[src/rtl/d_clock_pkg.sv]
// Shared constants for the clock display driver: digit indices, segment codes, slot states.
package d_clock_pkg;

    localparam int NUM_DIGITS = 6;

    localparam int DIG_SEC1  = 0;
    localparam int DIG_SEC2  = 1;
    localparam int DIG_MIN1  = 2;
    localparam int DIG_MIN2  = 3;
    localparam int DIG_HOUR1 = 4;
    localparam int DIG_HOUR2 = 5;

    // Active-high codes, bit order {g,f,e,d,c,b,a}
    localparam logic [6:0] SEG_0    = 7'b0111111;
    localparam logic [6:0] SEG_1    = 7'b0000110;
    localparam logic [6:0] SEG_2    = 7'b1011011;
    localparam logic [6:0] SEG_3    = 7'b1001111;
    localparam logic [6:0] SEG_4    = 7'b1100110;
    localparam logic [6:0] SEG_5    = 7'b1101101;
    localparam logic [6:0] SEG_6    = 7'b1111101;
    localparam logic [6:0] SEG_7    = 7'b0000111;
    localparam logic [6:0] SEG_8    = 7'b1111111;
    localparam logic [6:0] SEG_9    = 7'b1101111;
    localparam logic [6:0] SEG_DASH = 7'b1000000;

    typedef enum logic {
        SLOT_GUARD = 1'b0,
        SLOT_DRIVE = 1'b1
    } slot_state_e;

endpackage

[src/rtl/d_clock_disp_bcd_to_seg.sv]
// Combinational BCD to seven-segment decoder; non-BCD values show a dash.
module bcd_to_seg
    import d_clock_pkg::*;
(
    input  logic [3:0] bcd,
    output logic [6:0] seg
);

    always_comb begin
        seg = SEG_DASH;
        case (bcd)
            4'd0: seg = SEG_0;
            4'd1: seg = SEG_1;
            4'd2: seg = SEG_2;
            4'd3: seg = SEG_3;
            4'd4: seg = SEG_4;
            4'd5: seg = SEG_5;
            4'd6: seg = SEG_6;
            4'd7: seg = SEG_7;
            4'd8: seg = SEG_8;
            4'd9: seg = SEG_9;
            default: seg = SEG_DASH;
        endcase
    end

endmodule

[src/rtl/d_clock_disp.sv]
// Six-digit multiplexed seven-segment driver with per-frame snapshot and guard interval.
// Optional HOUR_LZB_EN: blanks the hour tens digit when it is zero.
module d_clock_disp
    import d_clock_pkg::*;
#(
    parameter int SCAN_DIV = 1000,
    parameter int GUARD    = 2,
    parameter int ACT_LOW  = 1
) (
    input  logic       clk_1,
    input  logic       rst_n,
    input  logic [3:0] sec_1,
    input  logic [2:0] sec_2,
    input  logic [3:0] min_1,
    input  logic [2:0] min_2,
    input  logic [3:0] hour_1,
    input  logic [1:0] hour_2,
    output logic [6:0] seg,
    output logic [5:0] an,
    output logic       frame_done
);

    localparam int   PW  = (SCAN_DIV > 2) ? $clog2(SCAN_DIV) : 1;
    localparam logic POL = (ACT_LOW != 0);

    logic [PW-1:0]                   presc_reg, presc_next, presc_inc;
    logic [2:0]                      idx_reg, idx_next;
    slot_state_e                     state_reg, state_next;
    logic                            load_reg;
    logic [NUM_DIGITS-1:0][3:0]      raw_digit;
    logic [NUM_DIGITS-1:0][3:0]      shadow_reg;
    logic [3:0]                      digit_sel;
    logic [6:0]                      seg_code;
    logic [NUM_DIGITS-1:0]           an_drive;
    logic                            slot_end, frame_end, snap, blank_h2;
    logic [6:0]                      seg_reg;
    logic [5:0]                      an_reg;
    logic                            frame_done_reg;

    assign raw_digit[DIG_SEC1]  = sec_1;
    assign raw_digit[DIG_SEC2]  = {1'b0, sec_2};
    assign raw_digit[DIG_MIN1]  = min_1;
    assign raw_digit[DIG_MIN2]  = {1'b0, min_2};
    assign raw_digit[DIG_HOUR1] = hour_1;
    assign raw_digit[DIG_HOUR2] = {2'b00, hour_2};

    assign presc_inc = presc_reg + 1'b1;
    assign slot_end  = (presc_reg == PW'(SCAN_DIV - 1));
    assign frame_end = slot_end && (idx_reg == 3'(DIG_HOUR2));
    // The first edge after reset behaves like a frame boundary so a valid snapshot exists.
    assign snap      = load_reg || frame_end;

    always_ff @(posedge clk_1 or negedge rst_n) begin
        if (!rst_n) begin
            presc_reg <= '0;
            idx_reg   <= '0;
            state_reg <= SLOT_GUARD;
            load_reg  <= 1'b1;
        end else begin
            presc_reg <= presc_next;
            idx_reg   <= idx_next;
            state_reg <= state_next;
            load_reg  <= 1'b0;
        end
    end

    always_comb begin
        presc_next = presc_inc;
        idx_next   = idx_reg;
        state_next = state_reg;
        if (load_reg) begin
            presc_next = '0;
            idx_next   = '0;
            state_next = SLOT_GUARD;
        end else if (slot_end) begin
            presc_next = '0;
            idx_next   = (idx_reg == 3'(NUM_DIGITS - 1)) ? 3'd0 : idx_reg + 3'd1;
            state_next = SLOT_GUARD;
        end else begin
            case (state_reg)
                SLOT_GUARD: if (presc_inc == PW'(GUARD)) state_next = SLOT_DRIVE;
                SLOT_DRIVE: state_next = SLOT_DRIVE;
                default:    state_next = SLOT_GUARD;
            endcase
        end
    end

    always_ff @(posedge clk_1 or negedge rst_n) begin
        if (!rst_n) begin
            shadow_reg <= '0;
        end else if (snap) begin
            shadow_reg <= raw_digit;
        end
    end

    always_comb begin
        digit_sel = '0;
        for (int i = 0; i < NUM_DIGITS; i++) begin
            if (idx_reg == 3'(i)) digit_sel = shadow_reg[i];
        end
    end

    bcd_to_seg u_dec (
        .bcd (digit_sel),
        .seg (seg_code)
    );

`ifdef HOUR_LZB_EN
    assign blank_h2 = (shadow_reg[DIG_HOUR2] == 4'd0);
`else
    assign blank_h2 = 1'b0;
`endif

    for (genvar gi = 0; gi < NUM_DIGITS; gi++) begin : g_an
        if (gi == DIG_HOUR2) begin : g_h2
            assign an_drive[gi] = (state_reg == SLOT_DRIVE) && (idx_reg == 3'(gi)) && !blank_h2;
        end else begin : g_oth
            assign an_drive[gi] = (state_reg == SLOT_DRIVE) && (idx_reg == 3'(gi));
        end
    end

    always_ff @(posedge clk_1 or negedge rst_n) begin
        if (!rst_n) begin
            seg_reg        <= {7{POL}};
            an_reg         <= {6{POL}};
            frame_done_reg <= 1'b0;
        end else begin
            seg_reg        <= seg_code ^ {7{POL}};
            an_reg         <= an_drive ^ {6{POL}};
            frame_done_reg <= frame_end;
        end
    end

    assign seg        = seg_reg;
    assign an         = an_reg;
    assign frame_done = frame_done_reg;

endmodule

[config.mk]
export PLATFORM = sky130hd
export DESIGN_NAME = d_clock_disp
export DESIGN_NICKNAME = d
export VERILOG_FILES = /design/src/rtl/d_clock_pkg.sv /design/src/rtl/d_clock_disp_bcd_to_seg.sv /design/src/rtl/d_clock_disp.sv
export SDC_FILE = /design/constraint.sdc
export NUM_CORES = 1
export LEC_CHECK = 0
export BUFFER_PORTS_ARGS = -buffer_cell sky130_fd_sc_hd__buf_2
export CORE_ASPECT_RATIO = 1.25
export CORE_MARGIN = 2
export CORE_UTILIZATION = 39
export CTS_BUF_LIST = sky130_fd_sc_hd__clkbuf_4 sky130_fd_sc_hd__clkbuf_8 sky130_fd_sc_hd__clkbuf_16
export CTS_CLUSTER_DIAMETER = 40
export CTS_CLUSTER_SIZE = 20
export DETAILED_ROUTE_END_ITERATION = 16
export GPL_ROUTABILITY_DRIVEN = 0
export PLACE_DENSITY_LB_ADDON = 0.1
export SYNTH_ARGS = -nofsm -noshare
export SYNTH_HDL_FRONTEND = slang
export SYNTH_SLANG_ARGS = --single-unit
[constraint.sdc]
create_clock -name clk_1 -period 3.03 [get_ports clk_1]
set_clock_uncertainty 0.15 [all_clocks]
set_input_delay 0.303 -clock clk_1 [delete_from_list [all_inputs] [get_ports clk_1]]
set_output_delay 0.303 -clock clk_1 [all_outputs]
set_load 0.005 [all_outputs]
## Word level (Yosys, flattened, before mapping)

Memory sizes are Yosys's and may differ from the RTL's.
Index checks and enable logic that the tools add are counted.
W data, S select, Z words.

| word-level totals | value |
|---|---|
| memories kept | 1 |
| flip-flop bits (word level) | 49 |
| input port bits | 22 |
| output and inout bits | 14 |
| word-level logic and storage cells | 51 |
| ROM bits | 112 |

Memory list:

| memory | depth | bits a word | rd ports | clocked after Yosys merged registers in | wr ports | RTL line | source |
|---|---|---|---|---|---|---|---|
| (no name shown) | 16 | 7 | 1 | 0 | 0 | d_clock_disp_bcd_to_seg.sv:11 | `case (bcd)` |

| cells by class | value |
|---|---|
| equality and inequality tests | 7 |
| reductions and logical operators | 10 |
| add/subtract/negate cells | 2 |
| multiplexer cells | 15 |
| bitwise operators | 3 |

Operators by type and width:

| operator | count |
|---|---|
| $mux W4 | 6 |
| $mux W10 | 2 |
| $add A10 B1 Y10 const B | 1 |
| $eq A10 B10 Y1 const B | 1 |
| $eq A10 B2 Y1 const B | 1 |
| $mux W3 | 3 |
| $logic_and A1 B1 Y1 | 7 |
| $not A7 Y7 | 1 |
| $eq A3 B2 Y1 const B | 2 |
| $eq A3 B3 Y1 const B | 2 |
| $not A6 Y6 | 1 |
| $add A3 B1 Y3 const B | 1 |
| $eq A3 B1 Y1 const B | 1 |
| $logic_not A3 Y1 | 1 |
| $mux W1 | 3 |
| $pmux W1 S2 | 1 |
| $reduce_bool A2 Y1 | 1 |
| $logic_or A1 B1 Y1 | 1 |
| $not A1 Y1 | 1 |

## Depth between registers and ports, before layout

Gate-level depths: netlist of the first run.
An unclocked memory read counts as a cell.

| logic depth | value |
|---|---|
| depth after elaboration | 9 |
| gate-level depth with buffers | 11 |
| gate-level depth less buffers | 10 |

## By module

From an unflattened synthesis of the first run, not the netlist that was laid out.

| second synthesis, totals | value |
|---|---|
| cells, all modules | 219 |
| area, all modules | 2,496.1 um^2 |

By module, submodules not included:

| module | sequential area each (um^2) | instances | cells an instance | area each (um^2) |
|---|---|---|---|---|
| d_clock_disp | 1,243.7 | 1 | 190 | 2,263.4 |
| bcd_to_seg | 0.0 | 1 | 29 | 232.7 |

## Worst setup path before layout of the first run

No wires, ideal clock.

| timing | value |
|---|---|
| kind | reg-to-reg |
| from | reg idx_reg[0] |
| to | reg seg_reg[1], in the netlist seg[1] |
| path slack | 677 ps |
| required time | 2,805 ps |
| clock period less this slack | 2,353 ps |
| arrival time | 2,128 ps |
| cell stages (with the launch flop) | 10 |
| setup time | 75 ps |
| path buffers | 1 |
| cell sequence | dfrtp_1 -> buf_2 -> and2_1 -> ha_1 -> nor3b_1 -> a211oi_2 -> a31o_2 -> ha_1 -> nand2b_1 -> a2bb2oi_1 |

| between the ends | value |
|---|---|
| word-level cells in the longest chain between the ends | 9 |
| elaborated cells on any way between the ends | 14 |
| classes of those cells | eq/ne: 5; mux: 6; bitwise: 1; reduce/logical: 1; memory: 1 |

Ends and longest elaborated chain:

| element | RTL line | source |
|---|---|---|
| from (decl) | d_clock_disp.sv:27 | `logic [2:0] idx_reg, idx_next;` |
| from (signal assigned) | d_clock_disp.sv:61 | `idx_reg <= idx_next;` |
| $logic_not A3 Y1 | d_clock_disp.sv:99 | `if (idx_reg == 3'(i)) digit_sel = shadow_reg[i];` |
| $mux W4 (5 in a row) | d_clock_disp.sv:99 |  |
| $mux W4 * | d_clock_disp.sv:99 |  |
| $mem_v2 Z16 W7 * | -- |  |
| $not A7 Y7 (no source line) * | -- |  |
| to (signal assigned) | d_clock_disp.sv:124 | `seg_reg <= {7{POL}};` |
| to (signal assigned) | d_clock_disp.sv:128 | `seg_reg <= seg_code ^ {7{POL}};` |
| to (decl) | d_clock_disp.sv:36 | `logic [6:0] seg_reg;` |

Every way passes the cells marked *; elsewhere a longest branch is shown, timed or not.
A chain may end at the register's enable or synchronous reset.

## Worst setup path in the final report of the first run

| timing | value |
|---|---|
| from | reg idx_reg[1] |
| to | reg seg_reg[1], in the netlist seg[1] |

Same word-level chain as after synthesis.

==> tab_implementation.tex, run 1 <==
\begin{tabular}{lr}
\hline
Metric & Value \\
\hline
\multicolumn{2}{l}{\textbf{Outcome}} \\
Run status & finished, violations left \\
Violations in the final reports & hold timing \\
\multicolumn{2}{l}{\textbf{Setup path}} \\
Endpoint kind of the worst setup timing path & register \\
Worst-path cell chain & and2\_1 > ha\_1 > nor3b\_1 > a211oi\_2 > a31o\_2 > ha\_1 > nand2b\_1 > a2bb2oi\_1 \\
Largest stage delay on the critical path & 0.58 ns \\
CP max-delay cell & dfrtp\_1 \\
Worst EP arrival & between 2 and 3 ns \\
Buffering stage count on the worst path with inverters included & 0 \\
Path type of the worst setup path & register to register \\
Crit-path max FO & 13 \\
Kind of cell adding the most delay to the critical path & adder cells \\
Cell occurring most often along the worst timing path & ha\_1 \\
Type of element launching the critical path & register \\
Data required time at the worst endpoint & $\sim$3.1 ns \\
\multicolumn{2}{l}{\textbf{Power}} \\
Clock share of power & about 37\% \\
Power density over the cells & roughly 510 mW/mm\^{}2 \\
Gate power share & between 10\% and 20\% \\
Switching Power & $\sim$340 uW \\
Lkg Pwr & roughly 0.0013 uW \\
Internal power contribution & 1145 uW \\
VDD IR-drop max & 0.0002928 V \\
Switching power as a share of total power & a little under a quarter \\
Part of the power in registers & between 50\% and 60\% \\
\multicolumn{2}{l}{\textbf{GRT}} \\
GRT Util Overall & between 10\% and 20\% \\
First-pass GRT wire length & about 8.2 mm \\
Residual overflow from global routing & 0 \\
Number of global-route vias before repair & about 1700 \\
Pin count of the biggest net entering global routing & between 40 and 50 \\
Number of antenna violations at the first check in global routing & 0 \\
\multicolumn{2}{l}{\textbf{Timing}} \\
Min Clock Period, post-route & 2.544 ns \\
Unrepaired setup endpoints after global routing & no \\
Tightest slew margin relative to the limit & a little over a third \\
Fmax achieved & $\sim$390 MHz \\
Count of pins over their slew limit & 0 \\
Count of endpoints failing hold in the final timing report & 3 \\
Count of endpoints failing setup in the final report & 0 \\
Slew at the pin with the worst max-slew slack & 0.9732 ns \\
Setup total negative slack & 0 ns \\
Worst Hold Margin & -0.001837 ns \\
Final WS setup & 0.4855 ns \\
Tcrit/Tclk final & a little over four fifths \\
\multicolumn{2}{l}{\textbf{Floorplanning}} \\
Full die area & 0.007259 sq mm \\
Total core area & between 0.006 and 0.007 sq mm \\
Die width & 76.61 microns \\
Initial core utilization & between 30\% and 40\% \\
Cell Rows & 33 \\
Y dimension of the die & 94.76 microns \\
I/O pins & 36 \\
\multicolumn{2}{l}{\textbf{Clock tree}} \\
Clock buffer count from CTS & 5 \\
Resized cells post-CTS & 0 \\
Master cell of the clock root buffer & clkbuf\_8 \\
Total number of clock tree sinks & a little under 50 \\
Worst skew pair latency & approximately 0.3 ns \\
Post-CTS repair timing setup buffer count & 0 \\
Clock Path Buffers & 2 \\
Clock tree from TritonCTS & done \\
Number of H-tree levels & 2 \\
Number of hold buffers added after CTS & 0 \\
Clock transition time at the flip-flop clock pins of the worst setup and hold paths & about 0.09 ns \\
\multicolumn{2}{l}{\textbf{Routing}} \\
Vias after detailed routing & approximately 1600 \\
Routed WL & roughly 4.7 mm \\
Detailed-route vias per instance & around 4.8 \\
DRC viols & 0 \\
Post-DR wirelength/cell & approximately 14 microns \\
Post-route ant nets & 0 \\
Violation count after the first detailed-routing iteration & 40 \\
Router iterations before antenna repair & 4 \\
\multicolumn{2}{l}{\textbf{Flow run}} \\
Max-capacitance violation count & 0 \\
\multicolumn{2}{l}{\textbf{Final layout}} \\
Antenna fix cells & 0 \\
Final instance count without filler cells & approximately 330 \\
Post-Layout Inst Area & slightly below 0.003 sq mm \\
Largest register FFs & 20 \\
Ratio of cells with drive above 1 in the final layout & 39.27\% \\
Final-stage net count & around 280 \\
Area added between synthesis and finish & 14.07\% \\
\multicolumn{2}{l}{\textbf{Logic synthesis}} \\
Post-synthesis sequential element count & 49 \\
Netlist area before placement & around 0.0026 sq mm \\
Cell count after synthesis & roughly 210 \\
FFs w/ async S/R, synth & 100.0\% \\
Net count after synthesis & 241 \\
Portion of the post-synthesis area used by sequential elements & about half \\
Post-synth cell types & 52 \\
Yosys Warn Count & 0 \\
Number of synthesized flops with an enable pin & 0 \\
Average cell area after synthesis & 12.18 sq um \\
Predominant post-synthesis flop cell & dfrtp\_1 \\
\multicolumn{2}{l}{\textbf{Placed design}} \\
Worst Setup Slack post-DPL & between 0.4 and 0.5 ns \\
Buffers added on ports & 35 \\
Cells after DPL & approximately 330 \\
Post-detailed-placement cell area & about 0.0028 sq mm \\
Post-detail-place hpwl & $\sim$3.5 mm \\
\multicolumn{2}{l}{\textbf{Worst hold path}} \\
Path category of the worst min-delay check & input pin to asynchronous set/reset pin \\
\hline
\end{tabular}
==> power groups by stage <==
stage | registers, uW | logic, uW | clock network (uW)
floorplan | 748 | 128 | 0
global placement | 757 | 191 | 0
detailed placement | 755 | 191 | 0
CTS | 744 | 191 | 560
global route | 750 | 210 | 585
finish | 743 | 187 | 551
==> cells in the mapped netlist, types with 4 or more instances <==
cell type	n	area share (%)
nand3_1	8	1.6
mux2_4	20	12
nand2b_1	4	0.97
mux2i_1	7	2.7
xnor2_1	9	3.1
buf_4	4	1.2
dfstp_2	14	14
ha_1	8	3.9
a21oi_1	8	1.6
dfrtp_1	35	34
nor2_1	20	2.9
inv_1	7	1.0
buf_6	4	1.8
nand2_1	10	1.5
==> kinds of logic (layout without fill, tap and decap cells) <==
kind of cell / after synthesis / in the layout / synth area share, %
and+or+nand+nor: 68 / 68 / 15.92
DFF: 49 / 49 / 48.39
muxes: 31 / 31 / 16.16
AOI/OAI and AO/OA: 22 / 22 / 6.573
buffers and inverters: 20 / 56 / 4.820
xor gates and xnor gates: 12 / 12 / 4.090
adders and majority gates: 8 / 8 / 3.895
other: 1 / 1 / 0.1459
==> cell usage in the layout (no fill, tap or decap), types with 2 or more instances in the layout <==
master,n
mux2i_1,7
or2_2,2
nand4_1,3
a21oi_1,8
nor2_1,20
and3_1,2
dfrtp_1,35
and3b_1,2
mux2_4,20
o21ai_1,2
dfstp_2,14
and2_1,2
xnor2_1,9
nor3_1,2
nand2b_1,4
xor2_1,3
mux2_2,3
inv_1,7
ha_1,8
clkbuf_8,5
nor3b_1,2
nand3_1,8
buf_2,35
nand2_1,10
bufinv_16,2
buf_4,5
==> stage by stage <==
step | utilization [%] | power [uW]
6_report | 45.22 | 1481
5_1_grt | 45.22 | 1546
4_1_cts | 45.22 | 1496
3_5_place_dp | 43.16 | 946.3
3_3_place_gp | 43.16 | 948.2
2_1_floorplan | - | 876.8
==> final cells by class <==
class                      count  area [sq um]
clock buffer                   5         68.82
clock inverter                 3         65.06
fill                         625          3551
inverter                       8         30.03
multi-input combinational    142          1202
sequential                    49          1244
tap                           87         108.9
timing repair buffer          40         212.7
==> final timing paths <==
kind / from / end / slack (ns) / depth (start not counted)
hold reg to reg: state_reg / an[3] / 0.36 / 1
setup / recovery: idx_reg[1] / seg[1] / 0.49 / 8
hold / removal: rst_n / shadow_reg[8] / -0.002 / 1
max in group asynchronous: rst_n / seg[6] / 2.02 / 2
setup reg to reg: idx_reg[1] / seg[1] / 0.49 / 8
min in group clk_1: sec_1[2] / shadow_reg[2] / 0.07 / 2
==> layer usage <==
| metal | share of wire, % | vias up | global-route usage [%] |
|---|---|---|---|
| met3 | 2.8 | 7 | 2.964 |
| li1 | - | 787 | - |
| met4 | 1.4 | 0 | 4.545 |
| met5 | 0 | - | 0 |
| met1 | 43 | 778 | 17.16 |
| met2 | 52 | 24 | 25.52 |
Note: power is estimated with default switching activity, not from simulation.
==> run 2: changes to the inputs <==
==> constraint.sdc (replaced) <==
create_clock -name clk_1 -period 2.2 [get_ports clk_1]
set_clock_uncertainty 0.15 [all_clocks]
set_input_delay 0.22 -clock clk_1 [delete_from_list [all_inputs] [get_ports clk_1]]
set_output_delay 0.22 -clock clk_1 [all_outputs]
set_load 0.005 [all_outputs]
==> tab_implementation.tex, run 2 (same netlist as run 1, synthesis figures left out) <==
\begin{tabular}{lr}
\hline
Metric & Value \\
\hline
\multicolumn{2}{l}{\textbf{Floorplanning}} \\
I/O pins & 36 (unchanged) \\
Y dimension of the die & 94.76 microns (unchanged) \\
Cell Rows & 33 (unchanged) \\
Initial core utilization & 39.64\% (unchanged) \\
Die width & 76.61 microns (unchanged) \\
Full die area & 0.007259 sq mm (unchanged) \\
Total core area & 0.006482 sq mm (unchanged) \\
\multicolumn{2}{l}{\textbf{GRT}} \\
First-pass GRT wire length & 8.707 mm (was 8.162 mm) \\
Number of antenna violations at the first check in global routing & 0 (unchanged) \\
Pin count of the biggest net entering global routing & 28 (was 44) \\
GRT Util Overall & 15.28\% (was 14.23\%) \\
Number of global-route vias before repair & 1863 (was 1699) \\
Residual overflow from global routing & 0 (unchanged) \\
\multicolumn{2}{l}{\textbf{Routing}} \\
Post-DR wirelength/cell & 13.83 microns (was 14.00 microns) \\
Routed WL & 5.201 mm (was 4.676 mm) \\
Violation count after the first detailed-routing iteration & 38 (was 40) \\
DRC viols & 0 (unchanged) \\
Post-route ant nets & 0 (unchanged) \\
Detailed-route vias per instance & 4.644 (was 4.778) \\
Vias after detailed routing & 1746 (was 1596) \\
Router iterations before antenna repair & 4 (unchanged) \\
\multicolumn{2}{l}{\textbf{Power}} \\
Final total power & 2109 uW (was 1481 uW) \\
Power density over the cells & 616.1 mW/mm\^{}2 (was 505.1 mW/mm\^{}2) \\
Lkg Pwr & 0.001556 uW (was 0.001341 uW) \\
VDD IR-drop max & 0.0002512 V (was 0.0002928 V) \\
\multicolumn{2}{l}{\textbf{Timing}} \\
Count of pins over their slew limit & 0 (unchanged) \\
Slew at the pin with the worst max-slew slack & 0.6324 ns (was 0.9732 ns) \\
Min Clock Period, post-route & 2.123 ns (was 2.544 ns) \\
Count of endpoints failing setup in the final report & 0 (unchanged) \\
Unrepaired setup endpoints after global routing & yes (was no) \\
Final WS setup & 0.07662 ns (was 0.4855 ns) \\
Count of endpoints failing hold in the final timing report & 0 (was 3) \\
Fmax achieved & 470.9 MHz (was 393.0 MHz) \\
Tcrit/Tclk final & 96.52\% (was 83.98\%) \\
Tightest slew margin relative to the limit & 57.74\% (was 35.12\%) \\
\multicolumn{2}{l}{\textbf{Final layout}} \\
Final-stage net count & 318 (was 276) \\
Post-Layout Inst Area & 0.003423 sq mm (was 0.002932 sq mm) \\
Final instance count without filler cells & 376 (was 334) \\
Most frequent cells in the layout & dfrtp\_1 (35), buf\_2 (35), buf\_4 (23) (was dfrtp\_1 (35), buf\_2 (35), nor2\_1 (20), mux2\_4 (20), dfstp\_2 (14)) \\
Antenna fix cells & 0 (unchanged) \\
Final core utilization & 52.81\% (was 45.22\%) \\
Ratio of cells with drive above 1 in the final layout & 46.71\% (was 39.27\%) \\
Largest register FFs & 20 (unchanged) \\
Area added between synthesis and finish & 33.20\% (was 14.07\%) \\
\multicolumn{2}{l}{\textbf{Placed design}} \\
Worst Setup Slack post-DPL & 0.05176 ns (was 0.4846 ns) \\
Cells after DPL & 344 (was 326) \\
Post-detail-place hpwl & 3.697 mm (was 3.490 mm) \\
Buffers added on ports & 35 (unchanged) \\
Post-detailed-placement cell area & 0.002978 sq mm (was 0.002798 sq mm) \\
\multicolumn{2}{l}{\textbf{Setup path}} \\
CP max-delay cell & dfrtp\_1 (unchanged) \\
Data required time at the worst endpoint & 2.28 ns (was 3.11 ns) \\
Type of element launching the critical path & register (unchanged) \\
Buffering stage count on the worst path with inverters included & 0 (unchanged) \\
Worst-path cell chain & mux2\_2 > a21oi\_2 > a211oi\_2 > a31o\_2 > ha\_1 > nand2b\_4 > a2bb2oi\_2 (was and2\_1 > ha\_1 > nor3b\_1 > a211oi\_2 > a31o\_2 > ha\_1 > nand2b\_1 > a2bb2oi\_1) \\
Endpoint kind of the worst setup timing path & register (unchanged) \\
Crit-path max FO & 5 (was 13) \\
Path length in cells of the critical path & 7 (was 8) \\
Reg2reg path depth & 7 (was 8) \\
Worst EP arrival & 2.21 ns (was 2.63 ns) \\
Kind of cell adding the most delay to the critical path & compound AO/OA/AOI/OAI gates (was adder cells) \\
Path type of the worst setup path & register to register (unchanged) \\
Largest stage delay on the critical path & 0.43 ns (was 0.58 ns) \\
\multicolumn{2}{l}{\textbf{Clock tree}} \\
Clock Path Buffers & 2 (unchanged) \\
Number of H-tree levels & 2 (unchanged) \\
Total number of clock tree sinks & 49 (unchanged) \\
Worst skew pair latency & 0.31 ns (was 0.30 ns) \\
Master cell of the clock root buffer & clkbuf\_8 (unchanged) \\
Clock buffer count from CTS & 5 (unchanged) \\
Clock transition time at the flip-flop clock pins of the worst setup and hold paths & 0.09 ns (about the same) \\
Clock tree from TritonCTS & done (unchanged) \\
\multicolumn{2}{l}{\textbf{Worst hold path}} \\
Path category of the worst min-delay check & input pin to register (was input pin to asynchronous set/reset pin) \\
Worst Hold Path Cells & 2 \\
\multicolumn{2}{l}{\textbf{Flow run}} \\
Max-capacitance violation count & 0 (unchanged) \\
\multicolumn{2}{l}{\textbf{Outcome}} \\
Run status & complete, no violations (was finished, violations left) \\
\hline
\end{tabular}
run 2: cell types whose count changed in the layout (fill, tap and decap cells not counted), sizes merged:
cell,previous run,this run
dlygate4sd3,0,20
buf,40,62
run 2: area by class of cell:
type	count	area, sq um
Fill cell	592	3059
Multi-Input combinational cell	142	1296
Sequential cell	49	1244
Timing Repair Buffer	82	610.6
Tap cell	87	108.9
Clock buffer	5	68.82
Clock inverter	3	65.06
Inverter	8	30.03
run 2: through the flow:
stage | TNS (ns) | hold slack (ns)
2_1_floorplan | 0 | -0.2256
3_3_place_gp | 0 | 0.07552
3_5_place_dp | 0 | 0.07689
4_1_cts | 0 | 0.01362
5_1_grt | -0.04961 | 0.009108
6_report | 0 | 0.01759
run 2: final timing paths:
check	slack, ns	start	end
setup / recovery	0.08	idx_reg[0]	seg[1]
hold / removal	0.02	hour_2[1]	shadow_reg[21]
setup reg to reg	0.08	idx_reg[0]	seg[1]
hold reg to reg	0.36	state_reg	an[3]
max in group asynchronous	1.05	rst_n	load_reg
min in group asynchronous	0.27	rst_n	shadow_reg[20]
run 2: where the power goes:
part	switching (uW)	total, uW	internal, uW
sequential	39.8	1020	984
clock	303	755	452
combinational	135	331	196
total	478	2110	1630
run 2: timing repair:
action	CTS	global route
buffers inserted	0	4
hold endpoints to repair	28	0
endpoints found under the setup margin	0	5
hold buffers	20	0
resized for setup	0	18
run 2: layer usage:
layer	GRT usage (%)	vias to the layer above	wire length, microns
li1	-	871	-
met1	17.61	845	2232
met2	28.54	24	2791
met3	3.250	6	118
met4	4.545	0	58
met5	0	-	0
==> run 3: changes to the inputs <==
--- a/config.mk
+++ b/config.mk
@@ -5,6 +5,7 @@
 export SDC_FILE = /design/constraint.sdc
 export NUM_CORES = 1
 export LEC_CHECK = 0
+export ABC_AREA = 1
 export BUFFER_PORTS_ARGS = -buffer_cell sky130_fd_sc_hd__buf_2
 export CORE_ASPECT_RATIO = 1.25
 export CORE_MARGIN = 2
==> tab_implementation.tex, run 3 <==
\begin{tabular}{lr}
\hline
Metric & Value \\
\hline
\multicolumn{2}{l}{\textbf{Clock tree}} \\
Clock tree from TritonCTS & done (unchanged) \\
Clock buffer count from CTS & 5 (unchanged) \\
Number of H-tree levels & 2 (unchanged) \\
Clock transition time at the flip-flop clock pins of the worst setup and hold paths & 0.09 ns (about the same) \\
Total number of clock tree sinks & 49 (unchanged) \\
Worst skew pair latency & 0.30 ns (was 0.31 ns) \\
Master cell of the clock root buffer & clkbuf\_8 (unchanged) \\
Clock Path Buffers & 2 (unchanged) \\
\multicolumn{2}{l}{\textbf{Power}} \\
Internal power contribution & 1725 uW (was 1631 uW) \\
Power density over the cells & 776.5 mW/mm\^{}2 (was 616.1 mW/mm\^{}2) \\
Switching power as a share of total power & 29.50\% (was 22.66\%) \\
Switching Power & 721.7 uW (was 477.9 uW) \\
VDD IR-drop max & 0.0003403 V (was 0.0002512 V) \\
Gate power share & 26.3\% (was 15.7\%) \\
Clock share of power & 27.5\% (was 35.8\%) \\
Part of the power in registers & 46.2\% (was 48.5\%) \\
Lkg Pwr & 0.001566 uW (was 0.001556 uW) \\
\multicolumn{2}{l}{\textbf{Worst hold path}} \\
Path category of the worst min-delay check & input pin to register (unchanged) \\
\multicolumn{2}{l}{\textbf{Floorplanning}} \\
Total core area & 0.006166 sq mm (was 0.006482 sq mm) \\
Initial core utilization & 40.40\% (was 39.64\%) \\
Die width & 75.49 microns (was 76.61 microns) \\
Full die area & 0.007047 sq mm (was 0.007259 sq mm) \\
I/O pins & 36 (unchanged) \\
Cell Rows & 32 (was 33) \\
Y dimension of the die & 93.36 microns (was 94.76 microns) \\
\multicolumn{2}{l}{\textbf{Timing}} \\
Worst Hold Margin & -0.0003531 ns (was 0.01759 ns) \\
Min Clock Period, post-route & 2.023 ns (was 2.123 ns) \\
Fmax achieved & 494.3 MHz (was 470.9 MHz) \\
Count of pins over their slew limit & 0 (unchanged) \\
Count of endpoints failing setup in the final report & 0 (unchanged) \\
Count of endpoints failing hold in the final timing report & 1 (was 0) \\
Tcrit/Tclk final & 91.96\% (was 96.52\%) \\
\multicolumn{2}{l}{\textbf{Final layout}} \\
Ratio of cells with drive above 1 in the final layout & 31.93\% (was 46.71\%) \\
Most common cell after layout, fill and taps aside & nand2\_1 \\
Area added between synthesis and finish & 26.47\% (was 33.20\%) \\
\# fillers & 631 (was 592) \\
Final-stage net count & 386 (was 318) \\
Area of the multi-input gates & 0.001157 sq mm (was 0.001296 sq mm) \\
Most frequent cells in the layout & nand2\_1 (82), nand3\_1 (40), dfrtp\_1 (35), buf\_2 (35), nor2\_1 (27) (was dfrtp\_1 (35), buf\_2 (35), buf\_4 (23)) \\
Flip-flop and latch area & 0.001244 sq mm (unchanged) \\
Largest register FFs & 20 (unchanged) \\
Antenna fix cells & 0 (unchanged) \\
Post-Layout Inst Area & 0.003151 sq mm (was 0.003423 sq mm) \\
\multicolumn{2}{l}{\textbf{GRT}} \\
Residual overflow from global routing & 0 (unchanged) \\
GRT Util Overall & 17.55\% (was 15.28\%) \\
First-pass GRT wire length & 9.363 mm (was 8.707 mm) \\
Number of global-route vias before repair & 2091 (was 1863) \\
Pin count of the biggest net entering global routing & 30 (was 28) \\
Number of antenna violations at the first check in global routing & 0 (unchanged) \\
\multicolumn{2}{l}{\textbf{Logic synthesis}} \\
Netlist area before placement & 0.002491 sq mm (was 0.002570 sq mm) \\
Leading post-synthesis cells by cell area & dfrtp\_1 (35\%), dfstp\_2 (15\%), nand2\_1 (13\%) (was dfrtp\_1 (34\%), dfstp\_2 (14\%), mux2\_4 (12\%)) \\
Post-synth cell types & 29 (was 52) \\
Net count after synthesis & 325 (was 241) \\
Most area-hungry cell type in the Yosys netlist & dfrtp\_1 (unchanged) \\
Number of synthesized flops with an enable pin & 0 (unchanged) \\
Predominant post-synthesis flop cell & dfrtp\_1 (unchanged) \\
Average cell area after synthesis & 8.445 sq um (was 12.18 sq um) \\
Area share of the leading cell type in the synthesized netlist & 35.16\% (was 34.08\%) \\
Yosys Warn Count & 0 (unchanged) \\
Cell count after synthesis & 295 (was 211) \\
Leading cell type by number of instances after synthesis & nand2\_1 (was dfrtp\_1) \\
FFs w/ async S/R, synth & 100.0\% (unchanged) \\
Most instantiated cells after synthesis & nand2\_1 (85), nand3\_1 (40), dfrtp\_1 (35) (was dfrtp\_1 (35), mux2\_4 (20), nor2\_1 (20)) \\
Portion of the post-synthesis area used by sequential elements & 49.92\% (was 48.39\%) \\
Post-synthesis sequential element count & 49 (unchanged) \\
\multicolumn{2}{l}{\textbf{Setup path}} \\
Path type of the worst setup path & register to register (unchanged) \\
CP max-delay cell & dfrtp\_1 (unchanged) \\
Cell occurring most often along the worst timing path & nand2\_1 \\
Type of element launching the critical path & register (unchanged) \\
Buffering stage count on the worst path with inverters included & 3 (was 0) \\
Worst-path cell chain & buf\_4 > nor2\_4 > nand2\_4 > o21ai\_2 > nor2\_2 > a21oi\_4 > inv\_2 > ha\_4 > nand3b\_1 > nand2\_1 > nand2\_1 > inv\_1 (was mux2\_2 > a21oi\_2 > a211oi\_2 > a31o\_2 > ha\_1 > nand2b\_4 > a2bb2oi\_2) \\
Largest stage delay on the critical path & 0.41 ns (was 0.43 ns) \\
Data required time at the worst endpoint & 2.30 ns (was 2.28 ns) \\
Worst EP arrival & 2.12 ns (was 2.21 ns) \\
Endpoint kind of the worst setup timing path & register (unchanged) \\
Crit-path max FO & 5 (unchanged) \\
Kind of cell adding the most delay to the critical path & simple AND/OR/NAND/NOR gates (was compound AO/OA/AOI/OAI gates) \\
\multicolumn{2}{l}{\textbf{Placed design}} \\
Post-detailed-placement cell area & 0.002841 sq mm (was 0.002978 sq mm) \\
Post-detail-place hpwl & 4.042 mm (was 3.697 mm) \\
Buffers added on ports & 35 (unchanged) \\
\multicolumn{2}{l}{\textbf{Routing}} \\
Post-DR wirelength/cell & 12.29 microns (was 13.83 microns) \\
Router iterations before antenna repair & 6 (was 4) \\
Post-route ant nets & 0 (unchanged) \\
DRC viols & 0 (unchanged) \\
Vias after detailed routing & 2022 (was 1746) \\
Routed WL & 5.431 mm (was 5.201 mm) \\
Violation count after the first detailed-routing iteration & 53 (was 38) \\
Detailed-route vias per instance & 4.575 (was 4.644) \\
\multicolumn{2}{l}{\textbf{Outcome}} \\
Run status & finished, violations left (was complete, no violations) \\
Violations in the final reports & hold timing \\
\multicolumn{2}{l}{\textbf{Flow run}} \\
Max-capacitance violation count & 0 (unchanged) \\
\hline
\end{tabular}
-- run 3: cell types whose count changed in the layout (fill, tap and decap cells not counted), sizes merged, moves of 4 or more --
cell / change
nand2: +86
nand3: +34
mux2: -24
inv: +19
nor2: +13
buf: -11
dlygate4sd3: -9
xnor2: -9
mux2i: -7
nand2b: -4
o21ai: +4
-- run 3: repair_timing --
action                                  4_1_cts  5_1_grt
setup buffers                                 0        5
gates resized for setup                       0       13
hold buffers                                  9        2
endpoints found under the setup margin        0       21
endpoints found under the hold margin        15        2
-- run 3: area by class of cell --
class	instances	share of cell area, %
Clock buffer	6	2.621
Clock inverter	2	1.191
Inverter	26	3.336
Multi-Input combinational cell	212	36.74
Sequential cell	49	39.48
Tap cell	85	3.376
Timing Repair Buffer	62	13.26
-- run 3: per-layer routing --
| layer | routed length, microns | track usage (%) | vias up |
|---|---|---|---|
| li1 | - | - | 1064 |
| met1 | 2324 | 20.76 | 919 |
| met2 | 2919 | 31.88 | 37 |
| met3 | 146 | 2.909 | 2 |
| met4 | 40 | 4.678 | 0 |
| met5 | 0 | 0 | - |
-- run 3: power by group through the flow --
stage	clock, uW	sequential, uW	combinational (uW)
final	672	1130	644
after global placement	0	1150	600
after detailed placement	0	1150	601
after floorplan	0	1150	376
after CTS	694	1130	614
after global routing	727	1150	750
-- run 3: logic make-up after synthesis --
| group | synth area share (%) |
|---|---|
| AOI/OAI and AO/OA | 5.023 |
| xor gates and xnor gates | 0.3516 |
| adders and majority gates | 4.018 |
| buffers and inverters | 5.575 |
| DFF | 49.92 |
| other | 0.1505 |
| and+or+nand+nor | 34.96 |
-- run 3: path summary, 6_finish.rpt --
path | startpoint | endpoint | slack [ns] | cells after the start
worst max-delay path | idx_reg[1] | seg[1] | 0.18 | 12
worst min-delay path | min_2[2] | shadow_reg[14] | -0.0004 | 3
worst max register to register | idx_reg[1] | seg[1] | 0.18 | 12
max in group asynchronous | rst_n | load_reg | 1.05 | 3
worst min register to register | shadow_reg[20] | shadow_reg[20] | 0.33 | 2
min in group asynchronous | rst_n | shadow_reg[11] | 0.25 | 2
-- run 3: stage by stage --
| step | TNS, ns | setup slack, ns | power (uW) | std cells | util (%) |
|---|---|---|---|---|---|
| 6_report | 0 | 0.1768 | 2446 | 442 | 51.10 |
| 5_1_grt | -0.01165 | -0.01165 | 2626 | 442 | 51.10 |
| 4_1_cts | 0 | 0.02138 | 2441 | 435 | 49.49 |
| 3_5_place_dp | 0 | 0.04441 | 1751 | 418 | 46.08 |
| 3_3_place_gp | 0 | 0.05671 | 1748 | 418 | 46.08 |
| 2_1_floorplan | 0 | 0.02368 | 1530 | 295 | - |
-- run 3: tightest hold or removal path, delay by kind of cell --
kind                   cells  cell delay, ns
buffers and inverters      1            0.07
and+or+nand+nor            2            0.13
